==> config.mk <==
export PLATFORM = sky130hd
export DESIGN_NAME = logic_fifo_synchronous
export DESIGN_NICKNAME = d
export VERILOG_FILES = /design/src/rtl/logic_fifo_synchronous.sv
export SDC_FILE = /design/constraint.sdc
export NUM_CORES = 1
export LEC_CHECK = 0
export CAP_MARGIN = 20
export CORE_ASPECT_RATIO = 1.25
export CORE_MARGIN = 1
export CORE_UTILIZATION = 45
export DETAILED_ROUTE_END_ITERATION = 6
export PLACE_DENSITY = 0.69
export SKIP_CTS_REPAIR_TIMING = 1
export SLEW_MARGIN = 20
export SYNTH_ARGS = -nofsm -noshare
export SYNTH_HDL_FRONTEND = slang
export SYNTH_SLANG_ARGS = --single-unit
==> constraint.sdc <==
create_clock -name aclk -period 3.6 [get_ports aclk]
set_input_delay 0.54 -clock aclk [delete_from_list [all_inputs] [get_ports aclk]]
set_output_delay 0.54 -clock aclk [all_outputs]
set_load 0.02 [all_outputs]
==> src/rtl/logic_fifo_synchronous.sv <==
// Single-clock AXI4-Stream FIFO: CAPACITY-1 entry memory plus a registered first-word-fall-through output stage.
// Latency: a word written into an empty FIFO is presented on tx one cycle after its write edge (bypass into output register).
// Backpressure: rx_tready is registered from the next level and drops when the FIFO is full; tx holds data stable while stalled.
// Optional almost_full/almost_empty flags are enabled by defining LOGIC_FIFO_SYNCHRONOUS_ALMOST_FLAGS_EN.
module logic_fifo_synchronous #(
  parameter int WIDTH        = 1,
  parameter int CAPACITY     = 256,
  parameter int ALMOST_FULL  = CAPACITY - 4,
  parameter int ALMOST_EMPTY = 4
) (
  input  logic                        aclk,
  input  logic                        reset,
  input  logic                        rx_tvalid,
  input  logic [WIDTH-1:0]            rx_tdata,
  output logic                        rx_tready,
  input  logic                        tx_tready,
  output logic                        tx_tvalid,
  output logic [WIDTH-1:0]            tx_tdata,
  output logic [$clog2(CAPACITY):0]   level,
  output logic                        almost_full,
  output logic                        almost_empty
);

  // Memory holds one entry fewer than CAPACITY; the output register is the last slot.
  localparam int DEPTH = CAPACITY - 1;
  localparam int AW    = $clog2(CAPACITY);
  localparam int LW    = AW + 1;
  localparam logic [LW-1:0] CAP_LVL  = LW'(CAPACITY);
  localparam logic [AW-1:0] LAST_IDX = AW'(DEPTH - 1);

  if ((CAPACITY < 8) || ((CAPACITY & (CAPACITY - 1)) != 0)) begin : g_drc_capacity
    $error("logic_fifo_synchronous: CAPACITY must be a power of two and >= 8");
  end

  logic [WIDTH-1:0] mem [DEPTH];
  logic [AW:0]      wr_ptr;
  logic [AW:0]      rd_ptr;
  logic             wr_en;
  logic             rd_en;
  logic             out_load;
  logic             mem_empty;
  logic             mem_wr;
  logic             mem_rd;
  logic [LW-1:0]    level_nxt;

  // Pointers wrap at the memory depth (not a power of two), toggling the wrap bit.
  function automatic logic [AW:0] ptr_inc(input logic [AW:0] p);
    if (p[AW-1:0] == LAST_IDX) begin
      return {~p[AW], {AW{1'b0}}};
    end
    return {p[AW], p[AW-1:0] + AW'(1)};
  endfunction

  assign wr_en     = rx_tvalid && rx_tready;
  assign rd_en     = tx_tvalid && tx_tready;
  // Output register may take a new word when it is empty or being drained this edge.
  assign out_load  = !tx_tvalid || rd_en;
  assign mem_empty = (wr_ptr == rd_ptr);
  assign mem_rd    = out_load && !mem_empty;
  // A write bypasses memory only when the output register takes it directly.
  assign mem_wr    = wr_en && !(out_load && mem_empty);

  // Next occupancy: +1 on write only, -1 on read only.
  always_comb begin
    level_nxt = level;
    if (wr_en && !rd_en) begin
      level_nxt = level + LW'(1);
    end else if (!wr_en && rd_en) begin
      level_nxt = level - LW'(1);
    end
  end

  // Pointer, level and registered ready state.
  always_ff @(posedge aclk) begin
    if (reset) begin
      wr_ptr    <= '0;
      rd_ptr    <= '0;
      level     <= '0;
      rx_tready <= 1'b0;
    end else begin
      if (mem_wr) begin
        wr_ptr <= ptr_inc(wr_ptr);
      end
      if (mem_rd) begin
        rd_ptr <= ptr_inc(rd_ptr);
      end
      level     <= level_nxt;
      rx_tready <= (level_nxt < CAP_LVL);
    end
  end

  // Storage array; contents survive reset since pointers define validity.
  always_ff @(posedge aclk) begin
    if (mem_wr) begin
      mem[wr_ptr[AW-1:0]] <= rx_tdata;
    end
  end

  // Output stage: memory head has priority over bypass to keep FIFO order.
  always_ff @(posedge aclk) begin
    if (reset) begin
      tx_tvalid <= 1'b0;
      tx_tdata  <= '0;
    end else if (out_load) begin
      if (!mem_empty) begin
        tx_tvalid <= 1'b1;
        tx_tdata  <= mem[rd_ptr[AW-1:0]];
      end else if (wr_en) begin
        tx_tvalid <= 1'b1;
        tx_tdata  <= rx_tdata;
      end else begin
        tx_tvalid <= 1'b0;
      end
    end
  end

`ifdef LOGIC_FIFO_SYNCHRONOUS_ALMOST_FLAGS_EN
  if (!((0 < ALMOST_EMPTY) && (ALMOST_EMPTY < ALMOST_FULL) && (ALMOST_FULL < CAPACITY))) begin : g_drc_almost
    $error("logic_fifo_synchronous: need 0 < ALMOST_EMPTY < ALMOST_FULL < CAPACITY");
  end

  // Flags are computed from the next level so they line up with level.
  always_ff @(posedge aclk) begin
    if (reset) begin
      almost_full  <= 1'b0;
      almost_empty <= 1'b1;
    end else begin
      almost_full  <= (level_nxt >= LW'(ALMOST_FULL));
      almost_empty <= (level_nxt <= LW'(ALMOST_EMPTY));
    end
  end
`else
  assign almost_full  = 1'b0;
  assign almost_empty = 1'b0;

  logic unused_almost_cfg;
  assign unused_almost_cfg = ^{ALMOST_FULL, ALMOST_EMPTY};
`endif

endmodule

==> summary by stage, run 1 <==
CTS
The number of levels in the clock H-tree is 1. The number of clock buffers added by TritonCTS is 27. The count of clock tree sinks is 293. The cell sitting at the root of the clock tree is a sky130_fd_sc_hd__clkbuf_16. The buffer depth of the longest clock path is 3. TritonCTS built the clock tree. The clock input transition at the sequential cells of the worst setup and hold paths is 70 ps. For the worst-skew pair, the clock arrives at the later sink with an insertion delay of 530 ps.

Power and ir drop
The analysis attributes to cell leakage a power of 4.49 nW. The peak ir drop on the vdd network is 0.469 mV. The power per cell area is 566 mW/mm^2.

The overall power is 8.25 mW.

Logic synthesis
The cell area after synthesis is 0.0132 sq mm. In the synthesized netlist the async set-or-reset flop fraction comes to 0. Synthesis handed over a netlist of 989 instances. During synthesis, Yosys emitted a total of 0 warnings. The unique cell type count in the Yosys netlist is 59. The share of the synthesized area in compound gates (AO/OA/AOI/OAI) is 0.0409. After synthesis, the largest family of logic cells by area is simple AND/OR/NAND/NOR gates.

The prevailing post-synth register cell is sky130_fd_sc_hd__edfxtp_1. Measured against the total synthesized area, the mux share comes to 0.128. Of the total synthesized cell area, the portion taken by AND, OR, NAND and NOR gates is 0.136. For this run, the register share of the synthesized area comes to 0.636. The synthesized area per cell is 13.4 sq um. Counting flops with a built-in enable in the synthesized netlist gives 255. The arithmetic-cell share of the synthesized area counting full adders, half adders and majority gates is 0.00946.

The flip-flop and latch count after synthesis is 293. Of the total synthesized cell area, the portion taken by XOR and XNOR cells is 0.0146.

Global routing
The number of global-route vias before repair is 8007. Summed over all layers, the global routing overflow is 0. The number of antenna violations at the first check in global routing is 0. The first global-routing pass estimated 45.7 mm of wire. Entering global routing, the biggest net connects 90 pins. Across every metal layer, demand over resource in global routing totals 0.201.

STA
Headroom to the max-slew limit came out at 0.275. The clock arrives with 13.7 ps of skew. For the final routed database, the setup TNS stands at 0 ps. Static timing analysis puts the maximum clock frequency at 0.355 GHz. The final count of negative-setup-slack endpoints is 0. The count of final max-slew check failures was 0. Setup repair after global routing left no endpoint under its margin. Setup slack closes at 780 ps. The post-route minimum period is 2820 ps. The transition time at the pin with the least slew margin is 1080 ps.

The count of endpoints failing hold in the final timing report came to 0. Dividing the final minimum period by the clock period gives 0.783.

Critical path
In this run the critical register-to-register path is captured at tx_tdata. The worst path arrival time is 3210 ps. In this run the worst path has a maximum fanout of 20.

The worst setup path is launched from a flip-flop. The logic depth of the worst register-to-register path is 7. In this run the register-to-register setup slack is 780 ps.

STA puts the critical path data required time at 3990 ps. The category of the critical setup timing path is reg2reg. The worst setup path is captured at a flip-flop.

Layout
In the layout the commonest cells are sky130_fd_sc_hd__nor2_1 (285), sky130_fd_sc_hd__edfxtp_1 (255), sky130_fd_sc_hd__mux4_2 (60), sky130_fd_sc_hd__nand2_1 (51), sky130_fd_sc_hd__dfxtp_1 (36). The number of inserted filler cells in the final layout is 2497. The finished layout holds 1396 standard cells, fillers aside. Of the cells placed in the final design, the portion with a size suffix greater than 1 is 0.147.

The number of nets at the end of the flow is 1001. The library cell used most frequently in the layout, excluding fill and tap cells, is sky130_fd_sc_hd__nor2_1. The diode insertion count for antenna repair is 0. The synthesis-to-finish area growth is 10.2%.

Min path
The worst min-delay path class is in2reg. The startpoint identified for the worst hold timing path is rx_tdata. Counting instances, the worst hold path has a depth of 1. The worst hold path endpoint is mem[97].

Detailed routing
The first TritonRoute pass finished after 5 iterations. The detailed router placed 7966 vias in this run. The mean number of vias per cell is 5.71.

The final routed DRC violation total is 0. The sum of routed wire length over all layers is 29.8 mm. The violation count after the first detailed-route iteration is 756. The mean routed wirelength per cell is 21.4 um. In this run the remaining antenna-violating nets after routing total 0.

Placement
Routability-driven placement finished with a final weighted congestion of 0.823. Once detailed placement completed, the half-perimeter wirelength came to 17.9 mm. Once placement completed, the tool counted placed cells totaling 1347. During placement, the flow inserted port buffers numbering 16. The worst slack at placement is 603 ps.

Die
The full die area is 0.0301 sq mm. In this run the horizontal extent of the chip is 155 um. The number of rows created at floorplan is 69. The placeable core region is 0.0287 sq mm. The height of the die is 194 um. The effective utilization at floorplan is 0.461.

19 I/O pins were placed.

Outcome
The run finished with clean final reports.

Run
The total of max-cap violations is 0.
## synth_stat cells (2+ instances only)
| cell type | n | area, sq um |
|---|---|---|
| sky130_fd_sc_hd__nand2b_1 | 3 | 18.8 |
| sky130_fd_sc_hd__a311oi_1 | 4 | 35.0 |
| sky130_fd_sc_hd__nor3_1 | 6 | 30.0 |
| sky130_fd_sc_hd__nand3_1 | 12 | 60.1 |
| sky130_fd_sc_hd__xnor2_1 | 3 | 26.3 |
| sky130_fd_sc_hd__a211oi_1 | 3 | 22.5 |
| sky130_fd_sc_hd__nor4_1 | 2 | 12.5 |
| sky130_fd_sc_hd__o211ai_1 | 2 | 15.0 |
| sky130_fd_sc_hd__and3_1 | 4 | 25.0 |
| sky130_fd_sc_hd__a31oi_1 | 6 | 37.5 |
| sky130_fd_sc_hd__nand4_1 | 11 | 68.8 |
| sky130_fd_sc_hd__mux2_2 | 8 | 90.1 |
| sky130_fd_sc_hd__clkbuf_1 | 33 | 124 |
| sky130_fd_sc_hd__a21oi_1 | 21 | 105 |
| sky130_fd_sc_hd__nor3_2 | 2 | 20.0 |
| sky130_fd_sc_hd__buf_2 | 25 | 125 |
| sky130_fd_sc_hd__buf_4 | 8 | 60.1 |
| sky130_fd_sc_hd__or3_1 | 9 | 56.3 |
| sky130_fd_sc_hd__xor2_1 | 19 | 166 |
| sky130_fd_sc_hd__mux2i_1 | 15 | 150 |
| sky130_fd_sc_hd__and2_1 | 3 | 18.8 |
| sky130_fd_sc_hd__a211o_1 | 3 | 26.3 |
| sky130_fd_sc_hd__nand2_1 | 51 | 191 |
| sky130_fd_sc_hd__buf_6 | 3 | 33.8 |
| sky130_fd_sc_hd__mux4_1 | 4 | 105 |
| sky130_fd_sc_hd__o21ai_0 | 10 | 50.1 |
| sky130_fd_sc_hd__inv_1 | 14 | 52.6 |
| sky130_fd_sc_hd__nand4b_1 | 5 | 43.8 |
| sky130_fd_sc_hd__nor2b_1 | 11 | 68.8 |
| sky130_fd_sc_hd__dfxtp_1 | 38 | 761 |
| sky130_fd_sc_hd__nand3b_1 | 2 | 15.0 |
| sky130_fd_sc_hd__o21bai_1 | 2 | 15.0 |
| sky130_fd_sc_hd__a2111oi_2 | 2 | 30.0 |
| sky130_fd_sc_hd__or4_1 | 2 | 15.0 |
| sky130_fd_sc_hd__a22oi_1 | 4 | 30.0 |
| sky130_fd_sc_hd__mux4_2 | 60 | 1350 |
| sky130_fd_sc_hd__ha_1 | 10 | 125 |
| sky130_fd_sc_hd__or2_2 | 2 | 12.5 |
| sky130_fd_sc_hd__buf_12 | 3 | 60.1 |
| sky130_fd_sc_hd__nor2_1 | 285 | 1070 |
| sky130_fd_sc_hd__o2111ai_1 | 3 | 26.3 |
| sky130_fd_sc_hd__edfxtp_1 | 255 | 7660 |
| sky130_fd_sc_hd__a22o_1 | 2 | 17.5 |
| sky130_fd_sc_hd__o221ai_1 | 4 | 35.0 |
## state kept, by name, summed over array words and instances (netlist names), named ones only
signal and cells:
rx_tready 1, tx_tdata 1, level 9, mem 255, wr_ptr 9, tx_tvalid 1
rd_ptr 9
## metal layers
metal	routed length, um	vias up	GRT usage
li1	-	3607	-
met1	11900	4041	0.260
met2	15400	272	0.355
met3	1740	46	0.0230
met4	765	0	0.0595
met5	0	-	0
## report_power, final
group	switching (mW)	internal, mW	total, mW	leakage [nW]
sequential	0.174	3.74	3.92	2.60
combinational	0.738	0.704	1.44	1.44
clock	1.21	1.68	2.89	0.446
## through the flow
stage | util | cell area [sq um] | hold slack, ps
after floorplan | - | 13200 | 470
after global placement | 0.477 | 13700 | 504
after detailed placement | 0.477 | 13700 | 509
after CTS | 0.508 | 14600 | 504
after global routing | 0.508 | 14600 | 524
final | 0.508 | 14600 | 503
## critical path, stage by stage, from the launching register on
cell	delay (ps)
sky130_fd_sc_hd__dfxtp_4	650
sky130_fd_sc_hd__buf_12	230
sky130_fd_sc_hd__mux4_2	530
sky130_fd_sc_hd__mux2_2	280
sky130_fd_sc_hd__o22ai_1	280
sky130_fd_sc_hd__a2111oi_2	70
sky130_fd_sc_hd__a311oi_1	480
sky130_fd_sc_hd__a31oi_1	160
## how the worst max path moves through the flow
stage | to | slack (ps) | cells past startpoint
2_1_floorplan | mem[78] | 1330 | 9
3_3_place_gp | level[7] | 640 | 10
6_report | tx_tdata | 780 | 7
5_1_grt | tx_tdata | 640 | 8
4_1_cts | tx_tdata | 780 | 7
3_5_place_dp | level[7] | 600 | 10
## cell families after synthesis
group | Yosys count
xor gates and xnor gates | 22
adders and majority gates | 10
and+or+nand+nor | 416
muxes | 87
AOI/OAI and AO/OA | 74
other | 1
buffers and inverters | 86
DFF | 293
## cell type report
cell class / instances / area (sq um) / area share
clock buffer: 34 / 743 / 0.0510
clock inverter: 15 / 158 / 0.0108
inverter: 14 / 52.6 / 0.00361
multi-input combinational: 611 / 4360 / 0.299
sequential: 293 / 8430 / 0.578
tap: 390 / 488 / 0.0335
timing repair buffer: 39 / 347 / 0.0238
(Power assumes the default switching activity.)
==> run 2, diff against run 1 <==
==> constraint.sdc (replaced) <==
create_clock -name aclk -period 2.6 [get_ports aclk]
set_input_delay 0.39 -clock aclk [delete_from_list [all_inputs] [get_ports aclk]]
set_output_delay 0.39 -clock aclk [all_outputs]
set_load 0.02 [all_outputs]
==> summary by stage, run 2 (synthesis results as in run 1) <==
Critical path
The worst path arrival time was 2900 ps (was 3210 ps). The largest incremental delay on the critical path is 490 ps (was 650 ps). Crit-path cells: buf_12, mux4_2, o21a_1, a21oi_1, o2111ai_1, a311oi_2, a31oi_1 (was buf_12, mux4_2, mux2_2, o22ai_1, a2111oi_2, a311oi_1, a31oi_1). The category of the critical setup timing path was reg2reg (unchanged).

The slowest cell on the critical path is sky130_fd_sc_hd__mux4_2 (was sky130_fd_sc_hd__dfxtp_4). The endpoint of the most critical register-to-register path is tx_tdata (unchanged). The worst endpoint required time is 3020 ps (was 3990 ps). The endpoint kind of the worst setup timing path is a flip-flop (unchanged).

The setup slack on the worst flop-to-flop path is 110 ps (was 780 ps). The cell class contributing the biggest share of worst-path delay is compound AO/OA/AOI/OAI gates (unchanged). The number of buffer and inverter stages on the critical path is 1 (unchanged). The type of origin of the critical path is a flip-flop (unchanged). The maximum fanout count along the critical path was 10 (was 20). The logic depth of the worst register-to-register path was 7 (unchanged).

Die
The width of the die is 155 um (unchanged). The effective utilization at floorplan came to 0.461 (unchanged). The full die area is 0.0301 sq mm (unchanged).

The placeable core region was 0.0287 sq mm (unchanged). The height of the die was 194 um (unchanged). The number of top-level pins was 19 (unchanged). The number of rows created at floorplan is 69 (unchanged).

Detailed routing
The via count is 8227 (was 7966). The length of the first detailed-routing pass in iterations is 5 (unchanged). The violation count after the first detailed-route iteration was 741 (was 756). The sum of routed wire length over all layers was 30.9 mm (was 29.8 mm). The mean number of vias per cell is 5.66 (was 5.71). The remaining number of nets flagged by the antenna check after routing is 0 (unchanged). The final routed DRC violation total is 0 (unchanged). The mean routed wirelength per cell came to 21.3 um (was 21.4 um).

Power and ir drop
The power per cell area is 768 mW/mm^2 (was 566 mW/mm^2). The leakage power summed over all cells is 4.77 nW (was 4.49 nW). The peak ir drop on the vdd network is 0.502 mV (was 0.469 mV). The overall power is 11.6 mW (was 8.25 mW).

Global routing
The number of antenna violations at the first check in global routing came to 0 (unchanged). The global router's overall resource usage came to 0.210 (was 0.201). The largest net degree at the start of global routing is 117 (was 90). The wire length of the first global-routing pass is 47.6 mm (was 45.7 mm). The number of global-route vias before repair is 8210 (was 8007).

The aggregate global routing overflow is 0 (unchanged).

Placement
The worst slack at placement came to -177 ps (was 603 ps). The number of input and output port buffers inserted was 16 (unchanged). The cell count after placement is 1397 (was 1347). The estimated wirelength of the detail-placed design is 19.4 mm (was 17.9 mm). The global placer's final weighted congestion was 0.812 (was 0.823).

STA
The count of endpoints failing hold in the final timing report is 0 (unchanged). The count of final max-slew check failures is 0 (unchanged). The final cycle utilization of the critical path is 0.957 (was 0.783). The upper clock frequency limit is 0.402 GHz (was 0.355 GHz). RSZ-0062 raised after global routing: no (unchanged).

The final count of negative-setup-slack endpoints is 0 (unchanged). The setup slack of the critical path after layout came to 112 ps (was 780 ps). The sum of negative setup slack is 0 ps (unchanged). The worst clock skew on the final layout is 10.6 ps (was 13.7 ps). The transition time at the pin with the least slew margin came to 762 ps (was 1080 ps). The normalized max-slew margin is 0.491 (was 0.275).

The post-route minimum period is 2490 ps (was 2820 ps).

CTS
The number of buffers inserted during clock tree synthesis is 28 (was 27). The count of clock tree sinks is 293 (unchanged). The number of levels in the clock H-tree is 1 (unchanged). The clock input transition at the sequential cells of the worst setup and hold paths was 70 ps (about the same).

The root buffer cell is sky130_fd_sc_hd__clkbuf_16 (unchanged). The clock network latency to the later pin of the worst-skew pair was 540 ps (was 530 ps). The TritonCTS clock tree is yes (unchanged).

The buffer depth of the longest clock path came to 3 (unchanged).

Layout
The number of nets at the end of the flow is 1057 (was 1001). The storage element area came to 0.00843 sq mm (unchanged). The share of final-layout standard cells stronger than drive strength 1 is 0.190 (was 0.147).

The number of non-filler instances in the completed layout is 1454 (was 1396). The diode insertion count for antenna repair is 0 (unchanged). Most frequent cells in the layout: sky130_fd_sc_hd__nor2_1 (285), sky130_fd_sc_hd__edfxtp_1 (255), sky130_fd_sc_hd__buf_4 (71), sky130_fd_sc_hd__mux4_2 (60), sky130_fd_sc_hd__nand2_1 (51) (was sky130_fd_sc_hd__nor2_1 (285), sky130_fd_sc_hd__edfxtp_1 (255), sky130_fd_sc_hd__mux4_2 (60), sky130_fd_sc_hd__nand2_1 (51), sky130_fd_sc_hd__dfxtp_1 (36)). The most common cell after layout, fill and taps aside is sky130_fd_sc_hd__nor2_1 (unchanged). The synthesis-to-finish area growth came to 13.9% (was 10.2%). The total area of multi-input combinational cells is 0.00436 sq mm (about the same). The number of flip-flops in the largest register was 255 (unchanged). The number of inserted filler cells in the final layout is 2444 (was 2497).

Min path
The worst min-delay path class is in2reg (unchanged). The launch instance of the worst min-delay path was rx_tdata (unchanged). The worst hold path stage count is 1 (unchanged). The worst hold path endpoint is mem[101] (was mem[97]).

Outcome
Status: complete, no violations (unchanged).

Run
The total of max-cap violations is 0 (unchanged).
[run 2: cell types whose count changed in the layout (fill, tap and decap cells not counted)]
cell                         change
sky130_fd_sc_hd__clkinv_4        -1
sky130_fd_sc_hd__buf_4          +49
sky130_fd_sc_hd__clkbuf_16       +1
sky130_fd_sc_hd__a311oi_1        -1
sky130_fd_sc_hd__clkinv_1        +5
sky130_fd_sc_hd__a311oi_2        +1
sky130_fd_sc_hd__clkinvlp_4      -1
sky130_fd_sc_hd__bufinv_16       -1
sky130_fd_sc_hd__buf_12          +6
[run 2: per-layer routing]
metal / track usage / up-vias / part of all wire
met5: 0 / - / 0
met3: 0.0219 / 67 / 0.065
met4: 0.0795 / 0 / 0.035
met1: 0.265 / 4117 / 0.38
li1: - / 3715 / -
met2: 0.370 / 328 / 0.52
[run 2: layout make-up]
cell class,count,area share
multi-input combinational,611,0.290
clock inverter,17,0.00864
inverter,14,0.00349
clock buffer,35,0.0510
tap,390,0.0324
sequential,293,0.559
timing repair buffer,94,0.0554
[run 2: worst max path at each step]
stage,slack [ps],startpoint,to,depth (start not counted)
floorplan,330,wr_ptr[4],mem[78],9
global placement,-160,flip-flop,tx_tdata,7
detailed placement,-180,flip-flop,tx_tdata,7
CTS,-190,flip-flop,tx_tdata,7
global route,20,flip-flop,tx_tdata,7
finish,110,flip-flop,tx_tdata,7
[run 2: report_power, final]
part / total (mW) / leakage, nW / internal [mW] / switching (mW)
logic: 2.26 / 1.72 / 1.11 / 1.16
registers: 5.31 / 2.60 / 5.18 / 0.132
clock network: 3.99 / 0.448 / 2.28 / 1.70
total: 11.6 / 4.77 / 8.57 / 2.99
[run 2: through the flow]
| stage | util | area, sq um | hold slack [ps] |
|---|---|---|---|
| finish | 0.525 | 15100 | 253 |
| global route | 0.525 | 15100 | 266 |
| CTS | 0.524 | 15000 | 249 |
| detailed placement | 0.492 | 14100 | 508 |
| global placement | 0.492 | 14100 | 492 |
| floorplan | - | 13200 | 470 |
[run 2: worst reg2reg max path, cell delays in order, from the launching register on]
cell and delay (ps):
sky130_fd_sc_hd__dfxtp_4 450, sky130_fd_sc_hd__buf_12 180, sky130_fd_sc_hd__mux4_2 500, sky130_fd_sc_hd__o21a_1 210, sky130_fd_sc_hd__a21oi_1 210, sky130_fd_sc_hd__o2111ai_1 240, sky130_fd_sc_hd__a311oi_2 430, sky130_fd_sc_hd__a31oi_1 140
==> run 3, diff against run 2 <==
--- a/config.mk
+++ b/config.mk
@@ -5,12 +5,13 @@
 export SDC_FILE = /design/constraint.sdc
 export NUM_CORES = 1
 export LEC_CHECK = 0
+export ABC_AREA = 1
 export CAP_MARGIN = 20
 export CORE_ASPECT_RATIO = 1.25
 export CORE_MARGIN = 1
-export CORE_UTILIZATION = 45
+export CORE_UTILIZATION = 61
 export DETAILED_ROUTE_END_ITERATION = 6
-export PLACE_DENSITY = 0.69
+export PLACE_DENSITY = 0.87
 export SKIP_CTS_REPAIR_TIMING = 1
 export SLEW_MARGIN = 20
 export SYNTH_ARGS = -nofsm -noshare
==> summary by stage, run 3 <==
Global routing
The global router's overall resource usage is 0.324 (was 0.210). The largest net degree at the start of global routing is 95 (was 117). The aggregate global routing overflow is 0 (unchanged). The number of antenna violations at the first check in global routing is 0 (unchanged). The number of global-route vias before repair is 10900 (was 8210). The wire length of the first global-routing pass is 56.2 mm (was 47.6 mm).

Detailed routing
The sum of routed wire length over all layers came to 35.8 mm (was 30.9 mm). The via count came to 11100 (was 8227). The violation count after the first detailed-route iteration is 1689 (was 741). The final routed DRC violation total is 16 (was 0).

The remaining number of nets flagged by the antenna check after routing is 0 (unchanged). The mean number of vias per cell came to 6.30 (was 5.66). The mean routed wirelength per cell is 20.4 um (was 21.3 um).

The length of the first detailed-routing pass in iterations is 7 (was 5).

Die
The width of the die was 135 um (was 155 um). The placeable core region is 0.0217 sq mm (was 0.0287 sq mm). The effective utilization at floorplan came to 0.625 (was 0.461).

The number of top-level pins is 19 (unchanged). The height of the die came to 169 um (was 194 um). The number of rows created at floorplan is 60 (was 69). The full die area is 0.0228 sq mm (was 0.0301 sq mm).

Layout
Most frequent cells in the layout: sky130_fd_sc_hd__nand2_1 (330), sky130_fd_sc_hd__nor2_1 (286), sky130_fd_sc_hd__nand3_1 (265), sky130_fd_sc_hd__edfxtp_1 (255), sky130_fd_sc_hd__inv_1 (54) (was sky130_fd_sc_hd__nor2_1 (285), sky130_fd_sc_hd__edfxtp_1 (255), sky130_fd_sc_hd__buf_4 (71), sky130_fd_sc_hd__mux4_2 (60), sky130_fd_sc_hd__nand2_1 (51)). The share of final-layout standard cells stronger than drive strength 1 came to 0.0819 (was 0.190). The storage element area is 0.00842 sq mm (was 0.00843 sq mm).

The number of flip-flops in the largest register was 255 (unchanged). The diode insertion count for antenna repair was 0 (unchanged). The number of nets at the end of the flow was 1474 (was 1057). The total area of multi-input combinational cells is 0.00451 sq mm (was 0.00436 sq mm). The number of inserted filler cells in the final layout came to 1446 (was 2444). The most common cell after layout, fill and taps aside is sky130_fd_sc_hd__nand2_1 (was sky130_fd_sc_hd__nor2_1). The synthesis-to-finish area growth is 11.7% (was 13.9%).

Placement
The estimated wirelength of the detail-placed design is 20.9 mm (was 19.4 mm). The global placer's final weighted congestion is 0.943 (was 0.812). The number of input and output port buffers inserted is 16 (unchanged).

Logic synthesis
The count of flip-flops with a built-in enable after synthesis came to 255 (unchanged). The cell area after synthesis is 0.0136 sq mm (was 0.0132 sq mm). List of most frequent post-synthesis cells: sky130_fd_sc_hd__nand2_1 (330), sky130_fd_sc_hd__nor2_1 (286), sky130_fd_sc_hd__nand3_1 (265) (was sky130_fd_sc_hd__nor2_1 (285), sky130_fd_sc_hd__edfxtp_1 (255), sky130_fd_sc_hd__mux4_2 (60)). The prevailing post-synth register cell is sky130_fd_sc_hd__edfxtp_1 (unchanged). Most area-consuming cells after synthesis: sky130_fd_sc_hd__edfxtp_1 (56%), sky130_fd_sc_hd__nand3_1 (9.8%), sky130_fd_sc_hd__nand2_1 (9.1%), sky130_fd_sc_hd__nor2_1 (7.9%), sky130_fd_sc_hd__dfxtp_1 (5.6%) (was sky130_fd_sc_hd__edfxtp_1 (58%), sky130_fd_sc_hd__mux4_2 (10%), sky130_fd_sc_hd__nor2_1 (8.1%), sky130_fd_sc_hd__dfxtp_1 (5.8%), sky130_fd_sc_hd__nand2_1 (1.4%)). The post-synthesis instance total is 1452 (was 989). The total number of yosys warnings was 0 (unchanged). The largest area contributor in the netlist is sky130_fd_sc_hd__edfxtp_1 (unchanged).

The share of the yosys chip area belonging to registers is 0.621 (was 0.636). The unique cell type count in the Yosys netlist is 39 (was 59). The flip-flop and latch count after synthesis was 293 (unchanged). The synthesized area per cell is 9.33 sq um (was 13.4 sq um). The share of async-settable or async-resettable flops after synthesis is 0 (unchanged). The most repeated cell in the gate-level netlist after synthesis is sky130_fd_sc_hd__nand2_1 (was sky130_fd_sc_hd__nor2_1).

The area share of the leading cell type in the synthesized netlist is 0.565 (was 0.579).

Critical path
The type of origin of the critical path is a flip-flop (unchanged). The endpoint kind of the worst setup timing path is a flip-flop (unchanged). The worst path arrival time was 2650 ps (was 2900 ps). The maximum fanout count along the critical path came to 16 (was 10). The worst endpoint required time was 2820 ps (was 3020 ps). The category of the critical setup timing path is reg2reg (unchanged).

STA
The count of final max-slew check failures came to 0 (unchanged). The normalized max-slew margin is 0.438 (was 0.491). The upper clock frequency limit came to 0.411 GHz (was 0.402 GHz).

The final count of negative-setup-slack endpoints came to 0 (unchanged). The post-route minimum period is 2430 ps (was 2490 ps). The count of endpoints failing hold in the final timing report is 0 (unchanged). The sum of negative setup slack came to 0 ps (unchanged). The transition time at the pin with the least slew margin is 842 ps (was 762 ps). The final cycle utilization of the critical path was 0.935 (was 0.957). The worst clock skew on the final layout is 11.7 ps (was 10.6 ps). RSZ-0062 raised after global routing: yes (was no).

Outcome
Status: finished, violations left (was complete, no violations). The final reports fail on DRC.

Power and ir drop
The switching power is 3.89 mW (was 2.99 mW). The leakage power summed over all cells was 5.29 nW (was 4.77 nW). The switching fraction of total power is 0.314 (was 0.259). The part of the total power dissipated in combinational logic is 0.245 (was 0.196). The peak ir drop on the vdd network was 0.781 mV (was 0.502 mV). The internal power summed over all cells is 8.51 mW (was 8.57 mW). The power per cell area came to 818 mW/mm^2 (was 768 mW/mm^2). The overall power is 12.4 mW (was 11.6 mW).

The part of the power in registers is 0.431 (was 0.459). The relative contribution of the clock network to total power is 0.324 (was 0.345).

CTS
The count of clock tree sinks is 293 (unchanged). The clock network latency to the later pin of the worst-skew pair was 530 ps (was 540 ps). The TritonCTS clock tree was yes (unchanged).

The root buffer cell is sky130_fd_sc_hd__clkbuf_16 (unchanged). The clock input transition at the sequential cells of the worst setup and hold paths was 70 ps (about the same). The number of levels in the clock H-tree was 1 (unchanged).

The number of buffers inserted during clock tree synthesis is 27 (was 28). The buffer depth of the longest clock path was 3 (unchanged).

Min path
The worst min-delay path class is in2reg (unchanged).

Run
The total of max-cap violations is 0 (unchanged).
run 3: cell types whose count changed in the layout (fill, tap and decap cells not counted), sizes merged, moves of 11 or more:
cell   delta
nand2   +284
nor3     +12
mux4     -64
nor2b    -11
inv      +44
buf      -21
mux2i    -15
nand3   +253
run 3: final cells by class:
| type | count | share of cell area |
|---|---|---|
| timing repair buffer | 73 | 0.0480 |
| tap | 279 | 0.0231 |
| clock buffer | 37 | 0.0526 |
| sequential | 293 | 0.556 |
| clock inverter | 11 | 0.00694 |
| multi-input combinational | 1003 | 0.298 |
| inverter | 61 | 0.0152 |
run 3: power groups by stage:
stage,clock network [mW],logic (mW),registers [mW]
2_1_floorplan,0,1.88,5.42
3_3_place_gp,0,2.83,5.43
3_5_place_dp,0,2.92,5.44
4_1_cts,4.01,2.98,5.34
5_1_grt,4.22,3.31,5.35
6_report,4.02,3.03,5.34
run 3: final timing paths:
kind | start | to | slack (ps) | depth (start not counted)
worst max-delay path | wr_ptr[4] | mem[210] | 170 | 10
worst min-delay path | rx_tdata | mem[201] | 290 | 1
worst max register to register | wr_ptr[4] | mem[210] | 170 | 10
worst min register to register | rd_ptr[8] | rd_ptr[8] | 470 | 1
run 3: cell families (layout without fill, tap and decap cells):
| group | Yosys count | in the layout | synth area share |
|---|---|---|---|
| simple gates | 934 | 934 | 0.295 |
| xor+xnor | 10 | 10 | 0.00646 |
| compound gates | 47 | 47 | 0.0204 |
| flops | 293 | 293 | 0.621 |
| other cells | 1 | 2 | 0.000277 |
| buf+inv | 157 | 182 | 0.0473 |
| fa+ha+maj | 10 | 10 | 0.00923 |
run 3: metal layers:
metal  global-route usage  vias up  routed length [um]
li1                     -     4902                   -
met3               0.0542      196                4180
met2                0.535      815               17200
met4                0.208        0                2460
met1                0.394     5155               11900
met5                    0        -                   0
run 3: worst max-delay path, cell delays in order (launching register included):
cell	delay (ps)
sky130_fd_sc_hd__dfxtp_1	430
sky130_fd_sc_hd__inv_1	170
sky130_fd_sc_hd__nor2_1	130
sky130_fd_sc_hd__nor4_1	70
sky130_fd_sc_hd__nand2_1	150
sky130_fd_sc_hd__inv_2	60
sky130_fd_sc_hd__nand2_1	60
sky130_fd_sc_hd__nand2_1	100
sky130_fd_sc_hd__inv_2	270
sky130_fd_sc_hd__nand4_2	400
sky130_fd_sc_hd__nor2_1	280
run 3: per-stage QoR:
stage,hold slack [ps],worst slack [ps],util,cell area (sq um),instances
floorplan,442,551,-,13600,1453
global placement,455,199,0.656,14200,1709
detailed placement,461,113,0.656,14200,1709
CTS,283,237,0.697,15100,1757
global route,293,-9.96,0.698,15100,1757
finish,289,168,0.698,15100,1757
